$ cat config.mk
export PLATFORM = sky130hd
export DESIGN_NAME = cve2_pwr_ctrl
export DESIGN_NICKNAME = d
export VERILOG_FILES = /design/src/rtl/cve2_pkg.sv /design/src/rtl/cve2_clock_gate.sv /design/src/rtl/cve2_pwr_hart_ctrl.sv /design/src/rtl/cve2_pwr_ctrl.sv
export SDC_FILE = /design/constraint.sdc
export NUM_CORES = 1
export LEC_CHECK = 0
export CAP_MARGIN = 20
export CORE_ASPECT_RATIO = 1.5
export CORE_UTILIZATION = 50
export DETAILED_ROUTE_END_ITERATION = 8
export GPL_TIMING_DRIVEN = 0
export HOLD_SLACK_MARGIN = 0.06
export PLACE_DENSITY_LB_ADDON = 0.3
export SLEW_MARGIN = 20
export SYNTH_ARGS = -nofsm -noshare
export SYNTH_HDL_FRONTEND = slang
export SYNTH_SLANG_ARGS = --single-unit
export TNS_END_PERCENT = 5
$ cat constraint.sdc
create_clock -name clk_i -period 2.65 [get_ports clk_i]
set_input_delay 0.6625 -clock clk_i [delete_from_list [all_inputs] [get_ports clk_i]]
set_output_delay 0.6625 -clock clk_i [all_outputs]
set_load 0.01 [all_outputs]
$ cat src/rtl/cve2_pkg.sv
// rtl/cve2_pkg.sv - shared types and helpers for the cve2 power controller
package cve2_pkg;

  typedef enum logic [1:0] {
    PWR_OFF    = 2'd0,
    PWR_ACTIVE = 2'd1,
    PWR_HOLD   = 2'd2,
    PWR_SLEEP  = 2'd3
  } pwr_state_e;

  // Hold counter needs at least one bit even when no hysteresis is configured.
  function automatic int unsigned hold_width(input int unsigned hold);
    return (hold > 0) ? $clog2(hold + 1) : 1;
  endfunction

endpackage

$ cat src/rtl/cve2_clock_gate.sv
// rtl/cve2_clock_gate.sv - latch-based clock gate with scan override
module cve2_clock_gate (
  input  logic clk_i,
  input  logic en_i,
  input  logic test_en_i,
  output logic clk_o
);

  logic en_latch;

  // Enable is captured while the clock is low so the gated clock cannot glitch.
  always_latch begin
    if (!clk_i) begin
      en_latch <= en_i | test_en_i;
    end
  end

  assign clk_o = clk_i & en_latch;

endmodule

$ cat src/rtl/cve2_pwr_hart_ctrl.sv
// rtl/cve2_pwr_hart_ctrl.sv - single-hart fetch enable, idle hysteresis and sleep accounting
module cve2_pwr_hart_ctrl
  import cve2_pkg::*;
#(
  parameter int unsigned IdleHoldCycles    = 0,
  parameter bit          FetchEnableSticky = 1'b1,
  parameter int unsigned CntWidth          = 32
) (
  input  logic                clk_i,
  input  logic                rst_i,
  input  logic                fetch_enable_i,
  input  logic                core_busy_i,
  input  logic                irq_pending_i,
  input  logic                irq_nm_i,
  input  logic                debug_req_i,
  input  logic                cnt_clr_i,
  output logic                clk_en_o,
  output logic                fetch_enable_o,
  output logic                core_sleep_o,
  output logic                wake_o,
  output pwr_state_e          pwr_state_o,
  output logic [CntWidth-1:0] sleep_cycles_o
);

  localparam int unsigned      HoldW    = hold_width(IdleHoldCycles);
  localparam logic [HoldW-1:0] HoldLoad = HoldW'(IdleHoldCycles);

  logic                fetch_q;
  logic                busy_q;
  logic                sleep_q;
  logic [HoldW-1:0]    hold_cnt;
  logic [CntWidth-1:0] sleep_cnt;

  logic wake;
  logic hold_active;
  logic fetch_d;
  logic drain_done;

  assign wake        = irq_pending_i | irq_nm_i | debug_req_i;
  assign hold_active = (hold_cnt != '0);

  // Non-sticky fetch enable only drops once the core has drained (busy_q low).
  assign fetch_d    = fetch_enable_i | (fetch_q & (FetchEnableSticky || busy_q));
  assign drain_done = fetch_q & ~fetch_d;

  always_ff @(posedge clk_i or posedge rst_i) begin
    if (rst_i) begin
      fetch_q   <= 1'b0;
      busy_q    <= 1'b0;
      sleep_q   <= 1'b0;
      hold_cnt  <= '0;
      sleep_cnt <= '0;
    end else begin
      busy_q  <= core_busy_i;
      fetch_q <= fetch_d;
      sleep_q <= core_sleep_o;

      if (drain_done) begin
        hold_cnt <= '0;
      end else if (fetch_q && (busy_q || wake)) begin
        hold_cnt <= HoldLoad;
      end else if (hold_active) begin
        hold_cnt <= hold_cnt - HoldW'(1);
      end

      if (cnt_clr_i) begin
        sleep_cnt <= '0;
      end else if (core_sleep_o && (sleep_cnt != '1)) begin
        sleep_cnt <= sleep_cnt + CntWidth'(1);
      end
    end
  end

  // Wake sources reopen the clock combinationally but never while the hart is off.
  assign clk_en_o       = fetch_q & (busy_q | wake | hold_active);
  assign core_sleep_o   = fetch_q & ~clk_en_o;
  assign wake_o         = sleep_q & clk_en_o;
  assign fetch_enable_o = fetch_q;
  assign sleep_cycles_o = sleep_cnt;

  always_comb begin
    pwr_state_o = PWR_SLEEP;
    if (!fetch_q) begin
      pwr_state_o = PWR_OFF;
    end else if (busy_q || wake) begin
      pwr_state_o = PWR_ACTIVE;
    end else if (hold_active) begin
      pwr_state_o = PWR_HOLD;
    end
  end

endmodule

$ cat src/rtl/cve2_pwr_ctrl.sv
// rtl/cve2_pwr_ctrl.sv - multi-hart clock-enable and sleep controller
module cve2_pwr_ctrl
  import cve2_pkg::*;
#(
  parameter int unsigned NumHarts          = 2,
  parameter int unsigned IdleHoldCycles    = 0,
  parameter bit          FetchEnableSticky = 1'b1,
  parameter int unsigned CntWidth          = 32
) (
  input  logic                               clk_i,
  input  logic                               rst_i,
  input  logic                               test_en_i,
  input  logic [NumHarts-1:0]                fetch_enable_i,
  input  logic [NumHarts-1:0]                core_busy_i,
  input  logic [NumHarts-1:0]                irq_pending_i,
  input  logic [NumHarts-1:0]                irq_nm_i,
  input  logic [NumHarts-1:0]                debug_req_i,
  input  logic [NumHarts-1:0]                cnt_clr_i,
  output logic [NumHarts-1:0]                clk_o,
  output logic [NumHarts-1:0]                clk_en_o,
  output logic [NumHarts-1:0]                fetch_enable_o,
  output logic [NumHarts-1:0]                core_sleep_o,
  output logic                               all_sleep_o,
  output logic [NumHarts-1:0]                wake_o,
  output logic [NumHarts-1:0][1:0]           pwr_state_o,
  output logic [NumHarts-1:0][CntWidth-1:0]  sleep_cycles_o
);

  for (genvar h = 0; h < NumHarts; h++) begin : g_hart
    pwr_state_e state;

    cve2_pwr_hart_ctrl #(
      .IdleHoldCycles   (IdleHoldCycles),
      .FetchEnableSticky(FetchEnableSticky),
      .CntWidth         (CntWidth)
    ) u_hart (
      .clk_i          (clk_i),
      .rst_i          (rst_i),
      .fetch_enable_i (fetch_enable_i[h]),
      .core_busy_i    (core_busy_i[h]),
      .irq_pending_i  (irq_pending_i[h]),
      .irq_nm_i       (irq_nm_i[h]),
      .debug_req_i    (debug_req_i[h]),
      .cnt_clr_i      (cnt_clr_i[h]),
      .clk_en_o       (clk_en_o[h]),
      .fetch_enable_o (fetch_enable_o[h]),
      .core_sleep_o   (core_sleep_o[h]),
      .wake_o         (wake_o[h]),
      .pwr_state_o    (state),
      .sleep_cycles_o (sleep_cycles_o[h])
    );

    assign pwr_state_o[h] = state;

    cve2_clock_gate u_clock_gate (
      .clk_i    (clk_i),
      .en_i     (clk_en_o[h]),
      .test_en_i(test_en_i),
      .clk_o    (clk_o[h])
    );
  end

  // The only coupling between harts.
  assign all_sleep_o = &core_sleep_o;

endmodule

Word-level counts from Yosys, hierarchy flattened

Index checks and enable logic that the tools add are counted.

Add/subtract/negate cells: 4
Eq/ne operators: 2
Mux-type cells: 18
Bitwise operators: 26
Reductions and logical operators: 9

Operator list:

| cell                                                             | number |
|---|---|
| 32-bit two-way mux                                               | 4 |
| 32-bit by 1-bit adder with 32-bit output (second input constant) | 2 |
| 32-bit inequality test (second input constant)                   | 2 |
| 1-bit OR                                                         | 12 |
| 1-bit bitwise AND                                                | 10 |
| 1-bit two-way mux                                                | 10 |
| 2-bit two-way mux                                                | 4 |
| 1-bit logical AND                                                | 4 |
| 1-bit NOT                                                        | 4 |
| 2-bit nonzero test                                               | 2 |
| 1-bit logical OR                                                 | 2 |
| 2-bit AND reduction                                              | 1 |
| 1-bit subtractor (second input constant)                         | 2 |

Flip-flop bits (word level): 72
Latch bits: 2
Bits of input ports: 15
Output and inout bits: 79
Logic and storage cells: 71

Logic depth before layout (Yosys ltp)

Gate-level depths: netlist of the first run.

Depth after elaboration: 10
Mapped depth: 8
Depth with buffers taken out: 6

Hierarchy

A second synthesis of the first run with hierarchy kept.

Cells, all modules: 419
Area total of the unflattened synthesis: 3,970.1 um^2

By module, submodules not included:

| module             | times used | cells each | area each (um^2) | sequential area each (um^2) |
|---|---|---|---|---|
| cve2_pwr_hart_ctrl | 2          | 206        | 1,954.4          | 875.8 |
| cve2_clock_gate    | 2          | 3          | 27.5             | 0.0 |
| cve2_pwr_ctrl      | 1          | 1          | 6.3              | 0.0 |

==> results of run 1 <==
repair_timing:
item	4_1_cts	5_1_grt
setup buffers	2	0
resized for setup	40	6
pin swaps	4	1
setup endpoints to repair	41	32
hold buffers	0	0
state kept, by name, indices dropped and copies added, names as in the netlist:
register / flops
g_hart.u_hart.busy_q: 2
g_hart.u_hart.fetch_enable_o: 2
g_hart.u_clock_gate.en_latch: 2
g_hart.u_hart.sleep_cycles_o: 64
g_hart.u_hart.sleep_q: 2
worst max-delay path: stages, from the launching register on:
cell and delay, ns:
dlxtn_1 0.40, and2_4 0.13, buf_6 0.09
Yosys cell counts, types with 10 or more instances:
library cell  number  area (um2)
or3_1             38         238
and4_1            10        87.6
nor3_1            10        50.1
nor2_1            22        82.6
dfrtp_1           70        1750
o31ai_1           15         113
nand3_1           14        70.1
or4_1             16         120
clkbuf_1          11        41.3
o21ai_0           34         170
buf_4             14         105
a21oi_1           45         225
nand4_1           19         119
nand2_1           30         113
cells in the final DEF (no fill, tap or decap), types with 4 or more instances in the layout:
cell type and count:
and4_1 9, o31ai_1 14, and3_1 5, or4_1 15
clkdlybuf4s50_1 80, clkbuf_8 17, nand2_1 28, o21ai_0 34
nand4_1 19, xor2_1 7, clkbuf_1 11, dfrtp_1 69
or3_1 38, nand3_1 13, buf_4 20, nor2b_1 6
inv_1 6, nor2_1 22, nor3_1 10, a21oi_1 45
or2_2 6, mux2_2 4
stage by stage:
step	hold slack, ns	area [um2]
floorplan	0.503	3850
global placement	0.536	4900
detailed placement	0.555	4930
CTS	0.474	5260
global route	0.508	5280
finish	0.471	5280
metal layers:
| metal | routed length (um) | part of all wire (%) | vias up |
|---|---|---|---|
| met5 | 0 | 0 | - |
| met4 | 184 | 1.8 | 0 |
| met3 | 430 | 4.2 | 22 |
| met2 | 5750 | 56 | 118 |
| met1 | 3930 | 38 | 1884 |
| li1 | - | - | 1788 |
logic make-up after synthesis:
family                   after synthesis
adder cells (fa/ha/maj)                2
buffers and inverters                 38
multiplexers                           6
AND/OR/NAND/NOR                      191
XOR/XNOR                               9
latches                                2
flip-flops                            70
AO/OA/AOI/OAI                        105
where the power goes:
group | switching, uW | total, uW | internal (uW)
sequential | 3.44 | 1100 | 1090
clock | 502 | 1270 | 765
combinational | 63.3 | 104 | 40.7
total | 569 | 2470 | 1900
final cells by class:
type | instances | area, um2
Fill cell | 569 | 2090
Multi-Input combinational cell | 313 | 1940
Sequential cell | 72 | 1780
Timing Repair Buffer | 93 | 925
Clock buffer | 21 | 264
Buffer | 27 | 159
Tap cell | 100 | 125
Inverter | 9 | 41.3
Clock inverter | 2 | 35.0
worst min path at each step:
stage / from / to / slack, ns / cells past startpoint
finish: rst_i / g_hart[0].u_hart.sleep_cycles_o[10] / 0.47 / 2
global route: rst_i / g_hart[0].u_hart.sleep_cycles_o[10] / 0.51 / 2
CTS: rst_i / g_hart[0].u_hart.sleep_cycles_o[10] / 0.47 / 2
detailed placement: g_hart[0].u_hart.fetch_enable_o / g_hart[0].u_hart.fetch_enable_o / 0.55 / 1
global placement: g_hart[0].u_hart.fetch_enable_o / g_hart[0].u_hart.fetch_enable_o / 0.54 / 1
floorplan: g_hart[0].u_hart.fetch_enable_o / g_hart[0].u_hart.fetch_enable_o / 0.50 / 1
==> flow_summary.toml, run 1 <==
[power]
finalPower_uw = 2470
ir_worst_vdd_mv = 0.405
p_leak_uw = 0.00199
powerDensity_nw_per_um2 = 468

[global_routing]
grt_overflow = 0
grt_pass1_wl_um = 16700
use_met1_pct = 28.7
gr-usage-all-layers_pct = 27.4
met2_usage_pct = 50.3
top_usage_layer = "met2"
grt_max_degree = 56
grt_use_met3_pct = 6.69
grt_pass1_vias = 3704
antenna_found_initial = 0

[yosys]
synth_cell_types = 38
synthFlopType = "dfrtp_1"
netlist_instances = 423
synth_seq_cells = 72
synthXorXnorAreaFrac_pct = 2.05
yosysWarnings = 0
synth_fa_ha_area_share_pct = 0.649
synthMuxAreaShare_pct = 1.69
synth_top_family_by_area = "simple AND/OR/NAND/NOR gates"
avgSynthCellArea_um2 = 9.11
netlist_area_um2 = 3850
syn-num-nets = 440
synth_compound_area_share_pct = 15.4
synth_edf_count = 0
ys_async_sr_fraction_pct = 97.2
synth-simple-area-share_pct = 28.8

[route]
drt-pass1-iter-count = 4
ant_nets = 0
wl_um = 10300
drc = 0
drtIter0Drc = 246
viasPerCell = 5.98
routedWlPerCell_um = 16.2
vias = 3812

[timing]
fin_worst_skew_ns = 0.00787
setup_violations = 6
rsz0062_at_grt = "true"
hold_viol = 0
tightest_slew_ns = 0.751
fin_ws_ns = -0.418
relSlewSlack_pct = 49.5
finalMaxSlewViolations = 0
fin_tns_setup_ns = -1.35

[run_status]
status = "finished with violations"
violations = "setup timing"

[clock_tree]
path_clk_slew_ns = 0.08
cts_tree = "built"
clk_latency_ns = 0.46

[finish]
area_growth_pct = 36.9
nNetsFinal = 548
stdcell_count = 637
drive_gt1_share_pct = 14.0
utilization_pct = 71.6
diodes = 0

[floorplanning]
fp-row-count = 38
core_um2 = 7370
ios = 94
dieArea_um2 = 8070
die_h_um = 110
die_w_um = 73.7
initial_core_util_pct = 52.3

[worst_setup_path]
crit_fanout = 1
endpoint = "clk_o[1]"
cp_data_arrival_time_ns = 2.41
ff2ff_setup_slack_ns = 0.08
endpoint_kind = "primary output"
r2r_cells = 4
crit-reg2reg-launch = "g_hart[1].u_hart.busy_q"
startpoint = "g_hart[1].u_clock_gate.en_latch"
critPathRequiredTime_ns = 1.99
critPathLaunchType = "latch"
crit_type = "latch to primary output"
worstReg2RegEnd = "g_hart[1].u_clock_gate.en_latch"

[placed_design]
dpl_worst_slack_ns = -1.16
portBuffers = 92
gp_congestion = 0.915
post-dp-hpwl_um = 7310
place_inst = 616

[hold_path]
hp-class = "input pin to asynchronous set/reset pin"

[job]
drv_cap = 0
(Power assumes the default switching activity.)
==> inputs of run 2 (changes only) <==
--- a/config.mk
+++ b/config.mk
@@ -11,8 +11,7 @@
 export DETAILED_ROUTE_END_ITERATION = 8
 export GPL_TIMING_DRIVEN = 0
 export HOLD_SLACK_MARGIN = 0.06
-export PLACE_DENSITY_LB_ADDON = 0.3
-export SLEW_MARGIN = 20
+export PLACE_DENSITY = 0.87
 export SYNTH_ARGS = -nofsm -noshare
 export SYNTH_HDL_FRONTEND = slang
 export SYNTH_SLANG_ARGS = --single-unit
==> run 2 against run 1 <==
Effect of this change: count of clock-buffer cells in the layout down 4; core utilization down 0.66 points; routed wire length up 0.14%; final area down 0.92%; via count up 0.16%; worst setup slack better by 0.013 ns; non-clock buffer count down 1; the run still ends with setup timing left; final cell count down 0.16%; flip-flop and latch count unchanged; highest routed layer unchanged.
==> flow_summary.toml, run 2 (synthesized netlist as in run 1, its figures left out) <==
[power]
p_int_uw = 1880
finalPower_uw = 2430
p_switching_uw = 550
p_comb_share_pct = 4.0
powerDensity_nw_per_um2 = 465
p_seq_share_pct = 45.0
ir_worst_vdd_mv = 0.322
switching_share_pct = 22.6
p_leak_uw = 0.00197
p_clk_share_pct = 50.9

[worst_setup_path]
crit_fanout = 1
max_stage_delay_ns = 0.40
endpoint_kind = "primary output"
worst_path_max_delay_cell = "dlxtn_1"
crit_type = "latch to primary output"
cp_data_arrival_time_ns = 2.39
crit-reg2reg-launch = "g_hart[1].u_hart.busy_q"
path_buf_inv = 1
critPathRequiredTime_ns = 1.99
path_cells = "and2_4 > buf_6"
worstReg2RegEnd = "g_hart[1].u_clock_gate.en_latch"
ff2ff_setup_slack_ns = 0.12
r2r_cells = 4
path_delay_family = "latches"
critPathLaunchType = "latch"

[timing]
fin_tns_setup_ns = -1.15
finalMaxSlewViolations = 0
rsz0062_at_grt = "true"
setup_violations = 5
relSlewSlack_pct = 42.7
fin_ws_ns = -0.405
hold_viol = 0
fin_worst_skew_ns = 0.0104
hold_slack_ns = 0.577
tightest_slew_ns = 0.860

[global_routing]
grt_max_degree = 71
grt_pass1_vias = 3757
grt_pass1_wl_um = 16700
grt_overflow = 0
gr-usage-all-layers_pct = 27.4
antenna_found_initial = 0

[finish]
fillers = 553
seqCellArea_um2 = 1780
stdcell_count = 636
drive_gt1_share_pct = 13.6
multi_input_area_um2 = 1930
area_growth_pct = 35.6
final_common_cell = "clkdlybuf4s50_1"
largest_reg_flops = 64
diodes = 0
final_cell_mix = "clkdlybuf4s50_1 (79), dfrtp_1 (70), a21oi_1 (45)"
fin_area_um2 = 5230
nNetsFinal = 547

[hold_path]
hold_start = "g_hart[0].u_hart.sleep_cycles_o[9]"
whs_endpoint = "g_hart[0].u_hart.sleep_cycles_o[9]"
hp-class = "flop to flop"
worstHoldPathCells = 2

[route]
drc = 0
ant_nets = 0
vias = 3818
drtIter0Drc = 226
drt-pass1-iter-count = 4
viasPerCell = 6.00
wl_um = 10300
routedWlPerCell_um = 16.2

[placed_design]
placed_cell_area_um2 = 4900
gp_congestion = 0.900
portBuffers = 92
post-dp-hpwl_um = 7300
place_inst = 615

[clock_tree]
cts_hold_buf = 0
clk_latency_ns = 0.45
cts_tree = "built"
path_clk_slew_ns = 0.07

[floorplanning]
ios = 94
fp-row-count = 38
core_um2 = 7370
die_h_um = 110
initial_core_util_pct = 52.3
die_w_um = 73.7
dieArea_um2 = 8070

[run_status]
violations = "setup timing"
status = "finished with violations"

[job]
drv_cap = 0
## run 2: changes by cell type in the layout (fill, tap and decap cells not counted), sizes merged
cell	before	now
clkinv	1	2
buf	26	27
bufinv	1	2
clkbuf	31	27
clkinvlp	0	2
clkdlybuf4s15	1	0
clkdlybuf4s50	80	79
## run 2: layout make-up
cell class	count	area share, %
repair buffers	92	17.0
clock inverters	6	1.60
well taps	100	2.39
flip-flops and latches	72	34.1
clock buffers	17	4.00
plain buffers	27	3.14
inverters	9	0.742
multi-input cells	313	37.0
## run 2: worst max-delay path by stage
stage                                          startpoint                         endpoint  slack (ns)  cells after the start
after floorplan                               irq_nm_i[1]  g_hart[1].u_clock_gate.en_latch           0                      3
after global placement    g_hart[1].u_clock_gate.en_latch                         clk_o[1]       -1.10                      3
after detailed placement  g_hart[1].u_clock_gate.en_latch                         clk_o[1]       -1.10                      3
after CTS                 g_hart[1].u_clock_gate.en_latch                         clk_o[1]       -0.41                      2
after global routing      g_hart[1].u_clock_gate.en_latch                         clk_o[1]       -0.44                      2
final                     g_hart[1].u_clock_gate.en_latch                         clk_o[1]       -0.41                      2
## run 2: worst min-delay path, stage by stage (launching register included)
cell	delay [ns]
dfrtp_1	0.41
o31ai_1	0.08
a21oi_1	0.06
## run 2: power groups by stage
stage	registers, uW	logic [uW]	clock network (uW)
global route	1100	110	1320
floorplan	1120	47.0	81.0
detailed placement	1120	95.3	135
CTS	1090	97.7	1270
finish	1100	98.1	1240
global placement	1120	93.3	135
## run 2: routing by layer
metal  share of wire, %  GRT usage [%]
met3                4.4           7.70
met5                  0              0
met4                3.8           14.4
met1                 37           28.2
met2                 55           49.5
## run 2: repair_timing
action / 4_1_cts / 5_1_grt
pin swaps: 3 / 2
setup buffers: 2 / 0
endpoints found under the setup margin: 37 / 28
gates resized for setup: 37 / 11
## run 2: per-stage QoR
stage | utilization, % | worst slack [ns]
3_5_place_dp | 66.5 | -1.10
2_1_floorplan | - | 0
4_1_cts | 70.6 | -0.414
5_1_grt | 70.9 | -0.440
6_report | 70.9 | -0.405
3_3_place_gp | 66.5 | -1.10
